<file path="src/rtl/frontend_ctrl_pkg.sv">
// Shared types for the frontend sequencer.
package frontend_ctrl_pkg;

  typedef enum logic [2:0] {
    StIdle     = 3'd0,
    StBoot     = 3'd1,
    StRun      = 3'd2,
    StFlush    = 3'd3,
    StRedirect = 3'd4,
    StHalt     = 3'd5
  } fe_state_e;

  typedef enum logic [1:0] {
    CauseNone       = 2'd0,
    CauseMispredict = 2'd1,
    CauseException  = 2'd2
  } redirect_cause_e;

  // Width of the outstanding imem request counter.
  localparam int unsigned INFLIGHT_W = 2;

endpackage

</file>
<file path="src/rtl/imem_inflight_tracker.sv">
// Counts outstanding instruction-memory requests so a flush can wait for them to drain.
module imem_inflight_tracker
  import frontend_ctrl_pkg::*;
(
  input  logic                  clk,
  input  logic                  reset,
  input  logic                  ren,
  input  logic                  valid,
  output logic [INFLIGHT_W-1:0] count,
  output logic                  zero
);

  logic [INFLIGHT_W-1:0] count_q, count_d;

  // Saturate at max on issue; ignore a response when nothing is outstanding.
  always_comb begin
    count_d = count_q;
    if (ren && !valid) begin
      if (count_q != '1) count_d = count_q + INFLIGHT_W'(1);
    end else if (valid && !ren) begin
      if (count_q != '0) count_d = count_q - INFLIGHT_W'(1);
    end
  end

  // Counter register.
  always_ff @(posedge clk or posedge reset) begin
    if (reset) count_q <= '0;
    else       count_q <= count_d;
  end

  assign count = count_q;
  assign zero  = (count_q == '0);

endmodule

</file>
<file path="src/rtl/frontend_ctrl.sv">
// Frontend sequencer: boot, run, multi-cycle flush with imem drain, and epoch-tagged redirect.
module frontend_ctrl
  import frontend_ctrl_pkg::*;
#(
  parameter int unsigned     XLEN         = 32,
  parameter int unsigned     FLUSH_CYCLES = 2,
  parameter logic [XLEN-1:0] RESET_PC     = '0,
  parameter int unsigned     EPOCH_W      = 2
) (
  input  logic               clk,
  input  logic               reset,
  input  logic               start_i,
  input  logic               halt_i,
  input  logic               decode_ready_i,
  input  logic               rename_ready_i,
  input  logic               br_mispredict_i,
  input  logic [XLEN-1:0]    br_target_i,
  input  logic               exc_i,
  input  logic [XLEN-1:0]    exc_vector_i,
  input  logic               imem_ren_i,
  input  logic               imem_valid_i,
  output logic               fetch_en_o,
  output logic               stall_o,
  output logic               redirect_en_o,
  output logic [XLEN-1:0]    redirect_pc_o,
  output logic               flush_o,
  output logic               imem_squash_o,
  output logic [EPOCH_W-1:0] epoch_o,
  output logic [2:0]         state_o
);

  localparam int unsigned CNT_W = (FLUSH_CYCLES > 1) ? $clog2(FLUSH_CYCLES) : 1;
  localparam logic [CNT_W-1:0] FlushLoad = CNT_W'(FLUSH_CYCLES - 1);

  fe_state_e             state_q, state_d;
  redirect_cause_e       cause_q, cause_d;
  logic [XLEN-1:0]       target_q, target_d;
  logic [XLEN-1:0]       rpc_q, rpc_d;
  logic [EPOCH_W-1:0]    epoch_q, epoch_d;
  logic [CNT_W-1:0]      fcnt_q, fcnt_d;
  logic [INFLIGHT_W-1:0] inflight_cnt;
  logic                  inflight_zero;

  imem_inflight_tracker u_tracker (
    .clk   (clk),
    .reset (reset),
    .ren   (imem_ren_i),
    .valid (imem_valid_i),
    .count (inflight_cnt),
    .zero  (inflight_zero)
  );

  // Next-state logic; exceptions win over mispredicts, which win over halt.
  always_comb begin
    state_d  = state_q;
    cause_d  = cause_q;
    target_d = target_q;
    rpc_d    = rpc_q;
    epoch_d  = epoch_q;
    fcnt_d   = fcnt_q;

    unique case (state_q)
      StIdle: begin
        if (start_i) begin
          state_d = StBoot;
          rpc_d   = RESET_PC;
        end
      end
      StBoot: state_d = StRun;
      StRun: begin
        if (exc_i) begin
          state_d  = StFlush;
          cause_d  = CauseException;
          target_d = {exc_vector_i[XLEN-1:2], 2'b00};
          fcnt_d   = FlushLoad;
        end else if (br_mispredict_i) begin
          state_d  = StFlush;
          cause_d  = CauseMispredict;
          target_d = {br_target_i[XLEN-1:2], 2'b00};
          fcnt_d   = FlushLoad;
        end else if (halt_i) begin
          state_d = StHalt;
        end
      end
      StFlush: begin
        // Mispredicts here come from the wrong path and are dropped.
        if (exc_i) begin
          cause_d  = CauseException;
          target_d = {exc_vector_i[XLEN-1:2], 2'b00};
          fcnt_d   = FlushLoad;
        end else if (fcnt_q != '0) begin
          fcnt_d = fcnt_q - CNT_W'(1);
        end else if (inflight_zero) begin
          state_d = StRedirect;
          rpc_d   = target_q;
          epoch_d = epoch_q + EPOCH_W'(1);
        end
      end
      StRedirect, StHalt: begin
        if (exc_i) begin
          state_d  = StFlush;
          cause_d  = CauseException;
          target_d = {exc_vector_i[XLEN-1:2], 2'b00};
          fcnt_d   = FlushLoad;
        end else if (state_q == StRedirect) begin
          state_d = StRun;
        end
      end
      default: state_d = StIdle;
    endcase
  end

  // State and pending-redirect registers.
  always_ff @(posedge clk or posedge reset) begin
    if (reset) begin
      state_q  <= StIdle;
      cause_q  <= CauseNone;
      target_q <= RESET_PC;
      rpc_q    <= RESET_PC;
      epoch_q  <= '0;
      fcnt_q   <= '0;
    end else begin
      state_q  <= state_d;
      cause_q  <= cause_d;
      target_q <= target_d;
      rpc_q    <= rpc_d;
      epoch_q  <= epoch_d;
      fcnt_q   <= fcnt_d;
    end
  end

  // Outputs decoded from the registered state; stall and squash follow live inputs.
  always_comb begin
    fetch_en_o    = state_q inside {StBoot, StRun, StRedirect};
    redirect_en_o = state_q inside {StBoot, StRedirect};
    flush_o       = (state_q == StFlush);
    stall_o       = (state_q == StRun) & ~(decode_ready_i & rename_ready_i);
    imem_squash_o = imem_valid_i & ((state_q == StFlush) | (state_q == StRedirect));
    redirect_pc_o = rpc_q;
    epoch_o       = epoch_q;
    state_o       = state_q;
  end

  // A redirect is only ever issued for a recorded cause.
  a_redirect_has_cause: assert property (@(posedge clk) disable iff (reset)
    (state_q == StRedirect) |-> (cause_q != CauseNone));

  // Tracker zero flag agrees with its count.
  a_inflight_zero: assert property (@(posedge clk) disable iff (reset)
    inflight_zero == (inflight_cnt == '0));

endmodule

</file>
<file path="config.mk">
export PLATFORM = sky130hd
export DESIGN_NAME = frontend_ctrl
export DESIGN_NICKNAME = d
export VERILOG_FILES = /design/src/rtl/frontend_ctrl_pkg.sv /design/src/rtl/imem_inflight_tracker.sv /design/src/rtl/frontend_ctrl.sv
export SDC_FILE = /design/constraint.sdc
export NUM_CORES = 1
export LEC_CHECK = 0
export CAP_MARGIN = 10
export CORE_MARGIN = 4
export CORE_UTILIZATION = 40
export CTS_CLUSTER_SIZE = 30
export DETAILED_ROUTE_END_ITERATION = 10
export PLACE_DENSITY = 0.76
export SLEW_MARGIN = 20
export SYNTH_ARGS = -nofsm -noshare
export SYNTH_HDL_FRONTEND = slang
export SYNTH_SLANG_ARGS = --single-unit
</file>
<file path="constraint.sdc">
create_clock -name clk -period 2.2 [get_ports clk]
set_input_delay 0.44 -clock clk [delete_from_list [all_inputs] [get_ports clk]]
set_output_delay 0.44 -clock clk [all_outputs]
set_load 0.05 [all_outputs]
</file>
==> flow_metrics.tcl <==
set metrics [dict create \
    crit_arrival_ns 2.25 \
    boundaryPins 116 \
    yosysWarnings 0 \
    maxCapViolCount 0 \
    path_clk_slew_ns 0.08 \
    ctsHoldBuffers 0 \
    insertedDiodeCount 0 \
    clkSinkCount 68 \
    synth_flop_cell "dfrtp_1" \
    worstSetupEndpointType "flip-flop" \
    synth_edf_count 0 \
    drtIter0Drc 60 \
    syn_inst 240 \
    post_cts_resized 0 \
    cp-start-kind "flip-flop" \
    cts_root_buf "clkbuf_8" \
    cts_buffers 9 \
    timing.final.crit_share 0.9208 \
    nFillCells 573 \
    rows 31 \
    yosysSeqAreaShare 0.5436 \
    grt_max_degree 42 \
    wire_per_inst_um 15.88 \
    drt-total-wl_um 7434 \
    dp_cells 452 \
    fmax_mhz 493.6 \
    hpwl_um 5509 \
    synth_cell_types 35 \
    required_ns 2.43 \
    vias_per_cell 5.212 \
    relSlewSlack 0.6422 \
    core_area_mm2 0.007447 \
    p_per_area_mw_per_mm2 1214 \
    cts_buffer_depth 2 \
    stdcell_count 468 \
    grt_pass1_wl_um 11930 \
    status "finished, final reports clean" \
    avgSynthCellArea_um2 13.04 \
    ant_nets 0 \
    finalSetupViolations 0 \
    cts_max_level 3 \
    irDropWorstVdd_v 0.0005896 \
    portBuffers 109 \
    stdcell_area_mm2 0.004793 \
    report.final.hold_viol_count 0 \
    grt_usage 0.1713 \
    critPathMaxStageDelay_ns 0.46 \
    drive_gt1_frac 0.2764 \
    gr-total-overflow 0 \
    async_flop_share 1.000 \
    rsz0062_at_grt "false" \
    cp_slowest_cell "dfrtp_2" \
    synth.top_cell.area_share 0.5436 \
    finalWeightedCongestion 0.7908 \
    grt_antenna_before_repair 0 \
    synthesis.area_mm2 0.003131 \
    die_h_um 96.47 \
    power.leakage_uw 0.002015 \
    post-route-min-period_ns 2.026 \
    syn_to_final_growth_pct 53.12 \
    placed_area_mm2 0.004547 \
    drc 0 \
    die_w_um 96.47 \
    cts_setup_buffers 0 \
    initial_utilization 0.4204 \
    ys_ff_latch 68 \
    via_count 2439 \
    tightest_slew_ns 0.5350 \
    grt_pass1_vias 2495 \
    synth_top_area_cell "dfrtp_1" \
    skew_ns 0.01116 \
    hold_path.class "in -> async" \
    clk_latency_ns 0.35 \
    cp_max_fo 17 \
    dieArea_mm2 0.009306 \
    worstSetupPathType "reg -> reg" \
    cts_tree "yes" \
    nNetsFinal 438 \
    first_pass_iters 4 \
    drv_slew 0 \
    worstPathCellList "and3b_2, nor3_4, buf_12, mux2_1, mux2_2" \
    synth_area_leaders "dfrtp_1 54%, mux2_2 16%, a22o_1 8.4%" \
]
-- worst paths after layout --
path                           endpoint  slack [ns]        from  cells after the start
min in group clk             epoch_o[1]        0.48  epoch_o[1]                      1
max                         target_q[6]        0.17  state_o[2]                      5
max in group asynchronous   target_q[2]        1.23       reset                      3
min reg2reg                  epoch_o[1]        0.48  epoch_o[1]                      1
max reg2reg                 target_q[6]        0.17  state_o[2]                      5
min                        target_q[12]        0.44       reset                      2
-- kinds of logic (layout without fill, tap and decap cells) --
family                    after synthesis  after routing  share of synthesized area
and+or+nand+nor                        30             30                    0.05276
AOI/OAI and AO/OA                      53             53                     0.1319
muxes                                  60             60                     0.2158
DFF                                    68             68                     0.5436
buffers and inverters                  24            152                    0.04356
other                                   1              2                   0.001198
xor gates and xnor gates                4              4                    0.01119
-- Yosys cell counts (all sizes together), types with 2 or more instances --
| library cell | count |
|---|---|
| mux2 | 60 |
| a22o | 30 |
| o22ai | 3 |
| xnor2 | 2 |
| xor2 | 2 |
| clkbuf | 6 |
| buf | 13 |
| nor2 | 9 |
| nor3 | 2 |
| o21ai | 7 |
| a21oi | 6 |
| nor2b | 3 |
| dfrtp | 68 |
| nand3b | 2 |
| nand2 | 6 |
| nand2b | 2 |
| inv | 5 |
-- state kept, by name, summed over array words and instances (netlist names) --
register         count
state_o              3
target_q            30
redirect_pc_o       30
epoch_o              2
fcnt_q               1
u_tracker.count      2
-- critical path: cells and delay by family, from the launching register on --
kind | cells | cell delay (ns)
buffers and inverters | 1 | 0.21
AND/OR/NAND/NOR | 2 | 0.61
multiplexers | 2 | 0.62
flip-flops | 1 | 0.46
-- power breakdown --
| part | switching [uW] | internal, uW |
|---|---|---|
| logic | 1380 | 1340 |
| clock network | 497 | 760 |
| registers | 215 | 1630 |
-- per-layer routing --
layer / vias up / wire [um] / global-route usage
li1: 1127 / - / -
met1: 1206 / 3233 / 0.2169
met2: 92 / 3465 / 0.2678
met3: 14 / 570 / 0.05500
met4: 0 / 165 / 0.07827
met5: - / 0 / 0
-- final cells by class --
class	count	area (um^2)	share of cell area
sequential	68	1703	0.3553
clock buffer	9	123.9	0.02584
clock inverter	7	122.6	0.02558
tap	99	123.9	0.02584
multi-input combinational	149	1336	0.2788
timing repair buffer	131	1361	0.2840
inverter	5	22.52	0.004699
-- stage by stage --
step	setup WS (ns)	utilization	hold WS, ns	power (uW)	setup TNS, ns
after CTS	0.1652	0.6436	0.4409	5888	0
after floorplan	-0.01767	-	0.4689	3622	-0.1934
after detailed placement	-0.1632	0.6106	0.4658	4621	-7.485
after global placement	-0.1349	0.6106	0.4589	4523	-6.924
after global routing	0.1001	0.6436	0.4475	6154	0
final	0.1743	0.6436	0.4398	5820	0
-- layout by cell type, fill, tap and decap left out, types with 2 or more instances in the layout --
master and n:
clkdlybuf4s50_1 101, dfrtp_1 67, mux2_2 44, a22o_1 30, buf_4 20, mux2_1 16
buf_12 10, clkbuf_8 9, nor2_1 8, o21ai_0 7, nand2_1 6, a21oi_1 6
inv_1 4, nor2b_1 3, clkinvlp_4 3, bufinv_16 3, nor3_4 2, nand2b_1 2
nand3b_1 2, o22ai_1 2, xor2_1 2, xnor2_1 2, conb_1 2, inv_6 2
No activity file was read; power rests on OpenSTA's default activity.
==> RTL change 1, RTL diff (config.mk and constraints unchanged) <==
Add an input register stage for `br_target_i`, with the module's reset; this delays it by one clock. The other inputs are not delayed to match.
--- a/src/rtl/frontend_ctrl.sv
+++ b/src/rtl/frontend_ctrl.sv
@@ -32,4 +32,14 @@
   localparam int unsigned CNT_W = (FLUSH_CYCLES > 1) ? $clog2(FLUSH_CYCLES) : 1;
   localparam logic [CNT_W-1:0] FlushLoad = CNT_W'(FLUSH_CYCLES - 1);
+
+  logic [XLEN-1:0] br_target_q;
+
+  always_ff @(posedge clk or posedge reset) begin
+    if (reset) begin
+      br_target_q <= '0;
+    end else begin
+      br_target_q <= br_target_i;
+    end
+  end
 
   fe_state_e             state_q, state_d;
@@ -77,5 +87,5 @@
           state_d  = StFlush;
           cause_d  = CauseMispredict;
-          target_d = {br_target_i[XLEN-1:2], 2'b00};
+          target_d = {br_target_q[XLEN-1:2], 2'b00};
           fcnt_d   = FlushLoad;
         end else if (halt_i) begin
Formal check against the unedited RTL: not equivalent (Yosys sat finds a counterexample within 10 cycles, from zero or initial values and one cycle with reset high).
==> RTL change 1 against the unedited design <==
Design area rose by 11%; sequential share of layout area is 10 points higher; routed wire length up 8.1%; total power rose by 13%; sequential cell count rose by 30; clock skew down 0.0021 ns; count of clock-buffer cells in the layout did not move; synthesized area is 21% higher; worst setup slack lost 0.062 ns; combinational power is 4% higher; critical endpoint is now imem_squash_o; largest cell class unchanged; highest routed layer unchanged.
==> RTL change 1: results (changes against the unedited design) <==
- The flow ran to the end, and the final reports show no timing, DRC or antenna violations.
- The first-pass GRT wire length is 13000 um (+8.8%).
- The met2 layer usage reported by global route came to 24.8% (-2.0 points).
- The maximum ir drop on the vdd rail is 0.458 mV (-22%).
- The vias per cell is 4.86 (-6.7%).
- The number of nets at the end of the flow was 483 (+10%).
- The final setup skew is 0.00910 ns (-0.00205 ns).
- The number of pins with negative max-slew slack in the final report is 0 (unchanged).
- The internal power consumption is 3990 uW (+7.0%).
- Counting instances in the post-synthesis netlist gives the leading cell types as 98 x sky130_fd_sc_hd__dfrtp_1, 37 x sky130_fd_sc_hd__nand2_1, 30 x sky130_fd_sc_hd__a22o_1, 30 x sky130_fd_sc_hd__mux2i_1, 30 x sky130_fd_sc_hd__o21ai_1.
- The met1 usage is 18.0% (-3.7 points).
- The clock transition time at the flip-flop clock pins of the worst setup and hold paths is about 0.090 ns.
- The via count of the first global-routing pass came to 2665 (+6.8%).
- The total met3 wirelength after detailed routing was 402 um (-29%).
- The routability-driven placement congestion ratio is 0.835 (+5.6%).
- The peak fanout along the critical path is 13 (-4).
- The post-CTS setup buffer count came to 0 (unchanged).
- By area the synthesized netlist is led by sky130_fd_sc_hd__dfrtp_1 65%, sky130_fd_sc_hd__mux2i_1 7.9%, sky130_fd_sc_hd__a22o_1 6.9%.
- The power share of the clock group is 17.7% (-3.9 points).
- The total cell area at the placement stage is 0.00514 mm^2 (+13%).
- The maximum single-stage delay on the critical path is 0.51 ns (+0.05 ns).
- The worst slack at placement came to 0.00856 ns (+0.172 ns).
- The clock latency reported for the late side of the worst-skew pair is ~0.36 ns.
- The half-perimeter wire length after placement is 6000 um (+9.0%).
- The class of the worst hold path is flip-flop to flip-flop.
- The aggregate routed wire length is 8040 um (+8.1%).
- The power dissipated in sequential cells is 2600 uW (+41%).
- The share of layout cells above drive strength 1 was 12.3% (-15 points).
- The first-iteration detailed-routing DRC count is 127 (+110%).
- The count of distinct cell types in the synthesized netlist was 36 (+2.9%).
- The number of antenna violations at the first check in global routing came to 0 (unchanged).
- The total length of routed met2 wires is 3990 um (+15%).
- The proportion of synthesized chip area in sequential cells is 64.5% (+10 points).
- The maximum number of pins on one net before global-route repair is 41 (-2.4%).
- The library cell used most frequently in the layout, excluding fill and tap cells, is sky130_fd_sc_hd__clkdlybuf4s50_1.
- The routed metal-1 wirelength is 3410 um (+5.6%).
- The actual transition at the worst max-transition pin is 0.548 ns (+0.0129 ns).
- The static leakage is 0.00232 uW (+15%).
- The total routing resource utilization after global routing is 14.8% (-2.4 points).
- The data arrival time of the critical path was 1.65 ns (-0.60 ns).
- The global-route met3 utilization is 3.00% (-2.5 points).
RTL change 1: cells by family (layout without fill, tap and decap cells):
logic type	after synthesis	count (layout)	synth area share, %
flops	98	98	64.5
other cells	1	2	0.0987
simple gates	62	62	8.26
mux	30	30	7.90
xor+xnor	5	5	1.15
buf+inv	24	140	4.11
compound gates	76	76	14.0
RTL change 1: worst max-delay path, delay by kind of cell, from the launching register on:
kind	cells	cell delay (ns)
and+or+nand+nor	2	0.44
DFF	1	0.51
AOI/OAI and AO/OA	1	0.20
buffers and inverters	1	0.14
RTL change 1: through the flow:
| step | cells | utilization (%) | total power [uW] |
|---|---|---|---|
| 5_1_grt | 542 | 57.8 | 6980 |
| 2_1_floorplan | 297 | - | 4510 |
| 3_3_place_gp | 527 | 55.6 | 5400 |
| 6_report | 542 | 57.8 | 6590 |
| 4_1_cts | 542 | 57.8 | 6670 |
| 3_5_place_dp | 527 | 55.6 | 5490 |
RTL change 1: final cells by class:
class / count / area [um^2]
clock inverter: 6 / 72.6
timing repair buffer: 122 / 1290
tap: 129 / 161
multi-input combinational: 175 / 1220
clock buffer: 9 / 124
fill: 793 / 3900
inverter: 3 / 15.0
sequential: 98 / 2450
RTL change 1: timing repair:
action	CTS	global route
resized for setup	1	1
gates cloned	0	0
endpoints found under the setup margin	1	2
hold buffers	0	0
RTL change 1: final timing paths:
kind	slack [ns]	end	cells past startpoint	from
worst max-delay path	0.11	imem_squash_o	4	state_o[1]
worst min-delay path	0.48	epoch_o[1]	1	epoch_o[1]
worst max register to register	0.38	target_q[23]	6	state_o[2]
worst min register to register	0.48	epoch_o[1]	1	epoch_o[1]
max in group asynchronous	1.13	br_target_q[3]	3	reset
min in group asynchronous	0.50	redirect_pc_o[15]	2	reset
==> RTL change 2, RTL diff (same settings) <==
Without the edit above. Change the parameter `EPOCH_W` from 2 to 4.
--- a/src/rtl/frontend_ctrl.sv
+++ b/src/rtl/frontend_ctrl.sv
@@ -6,5 +6,5 @@
   parameter int unsigned     FLUSH_CYCLES = 2,
   parameter logic [XLEN-1:0] RESET_PC     = '0,
-  parameter int unsigned     EPOCH_W      = 2
+  parameter int unsigned     EPOCH_W      = 4
 ) (
   input  logic               clk,
Interface: changed (resized epoch_o); port bits go from 116 to 118. The function was not compared with the original's and may differ.
==> RTL change 2 against the unedited design <==
Sequential cell count up 2; routed wire length up 3.8%; final cell count up 1.1%; count of clock-buffer cells in the layout up 2; sequential power up 3%; design area up 1.5%; critical path type is now flip-flop to primary output; die area up 2.9%; total power up 3.0%; synthesized area up 3.2%; highest routed layer unchanged; worst setup slack worse by 0.10 ns; clock skew about the same; non-clock buffer count down 4.
==> RTL change 2: results (changes against the unedited design) <==
- The run finished with clean final reports.
- The worst slew slack as a fraction of its limit is 64.1% (-0.098 points).
- The maximum number of pins on one net before global-route repair was 37 (-12%).
- The count of buffers from port buffering is 111 (+1.8%).
- The register-to-register path setup slack is 0.21 ns (+0.04 ns).
- The multiplexer share of the synthesized area is 21.3% (-0.31 points).
- The startpoint identified for the worst register-to-register timing path is u_tracker.count[0].
- The peak fanout along the critical path was 13 (-4).
- The share of layout cells above drive strength 1 is 30.5% (+2.8 points).
- The half-perimeter wire length after placement is 5620 um (+2.0%).
- The maximum ir drop on the vdd rail was 0.461 mV (-22%).
- The number of fillers in the final layout is 606 (+5.8%).
- The static leakage is 0.00204 uW (+1.4%).
- The total cell area at the placement stage was 0.00460 mm^2 (+1.1%).
- The first-pass GRT wire length is 12700 um (+6.2%).
- The first-iteration detailed-routing DRC count is 48 (-20%).
- The family with the most delay on the worst path is buffers and inverters.
- The end of the worst register-to-register path is redirect_pc_o[20].
- The final setup skew was 0.0115 ns (+0.000329 ns).
- The number of diodes added for antenna fixing is 0 (unchanged).
- The total via count after detailed routing was 2416 (-0.94%).
- The proportion of synthesized chip area in sequential cells is 54.2% (-0.11 points).
- By area the synthesized netlist is led by sky130_fd_sc_hd__dfrtp_1 54%, sky130_fd_sc_hd__mux2_2 21%, sky130_fd_sc_hd__a22o_1 8.1%.
- The data arrival time of the critical path is 1.69 ns (-0.56 ns).
- The count of distinct cell types in the synthesized netlist is 37 (+5.7%).
- The via count of the first global-routing pass was 2611 (+4.6%).
- The mean routed wirelength per cell is 16.3 um (+2.7%).
- The worst hold margin came to 0.478 ns (+0.0380 ns).
- The maximum number of buffers from clock root to sink was 2 (unchanged).
- Sorting the synthesized cells by how often they occur yields 70 x sky130_fd_sc_hd__dfrtp_1, 61 x sky130_fd_sc_hd__mux2_2, 30 x sky130_fd_sc_hd__a22o_1, 9 x sky130_fd_sc_hd__nor2_1.
- The XOR/XNOR share of the synthesized area came to 1.36% (+0.24 points).
- The internal power consumption is 3900 uW (+4.5%).
- The number of cells on the worst reg-to-reg path is 4 (-1).
- The number of nets at the end of the flow is 441 (+0.68%).
- The routability-driven placement congestion ratio came to 0.838 (+5.9%).
- The number of antenna violations at the first check in global routing is 0 (unchanged).
- The maximum single-stage delay on the critical path is 0.82 ns (+0.36 ns).
- The worst slack at placement was -0.184 ns (-0.0208 ns).
- The slowest stage cell on the critical path is sky130_fd_sc_hd__clkdlybuf4s50_1.
- The total routing resource utilization after global routing is 16.5% (-0.67 points).
- The clock transition time at the flip-flop clock pins of the worst setup and hold paths is approximately 0.07 ns.
## RTL change 2: power groups by stage
| stage | registers [uW] | clock network (uW) | logic [uW] |
|---|---|---|---|
| detailed placement | 1940 | 0 | 2740 |
| global route | 1960 | 1460 | 2870 |
| finish | 1910 | 1390 | 2690 |
| CTS | 1910 | 1410 | 2730 |
| floorplan | 2130 | 0 | 1620 |
| global placement | 1900 | 0 | 2660 |
## RTL change 2: repair_timing
action | in CTS | in global routing
hold buffers | 0 | 0
resized for setup | 1 | 0
setup buffers | 0 | 0
setup endpoints to repair | 1 | 0
endpoints found under the hold margin | 0 | 0
## RTL change 2: metal layers
layer | part of all wire (%) | global-route usage [%] | routed length (um)
met1 | 43 | 20.4 | 3300
met2 | 49 | 26.4 | 3760
met3 | 6.6 | 5.64 | 508
met4 | 1.9 | 6.60 | 144
met5 | 0 | 0 | 0
## RTL change 2: cell type report
type                       instances  area (um^2)  share of cell area [%]
multi-input combinational        153         1390                    28.6
tap                              102          128                    2.62
sequential                        70         1750                    36.0
inverter                           5         22.5                   0.463
timing repair buffer             127         1300                    26.8
clock inverter                     5          129                    2.65
clock buffer                      11          141                    2.91
## RTL change 2: kinds of logic (layout without fill, tap and decap cells)
family                   after synthesis  in the layout
XOR/XNOR                               5              5
multiplexers                          61             61
other                                  1              2
AND/OR/NAND/NOR                       31             31
AO/OA/AOI/OAI                         53             53
flip-flops                            70             70
buffers and inverters                 24            148
adder cells (fa/ha/maj)                1              1
## RTL change 2: worst max path at each step
stage,from,to,slack (ns)
after floorplan,state_o[0],stall_o,-0.02
after global placement,exc_i,redirect_pc_o[14],-0.16
after detailed placement,exc_i,redirect_pc_o[18],-0.18
after CTS,state_o[0],state_o[0],0.06
after global routing,state_o[1],imem_squash_o,0.0004
final,state_o[0],state_o[0],0.07
## RTL change 2: stage by stage
stage	util [%]	power, uW	std cells
6_report	62.3	6000	473
3_3_place_gp	58.9	4570	457
5_1_grt	62.3	6300	473
3_5_place_dp	58.9	4670	457
2_1_floorplan	-	3750	247
4_1_cts	62.3	6050	473
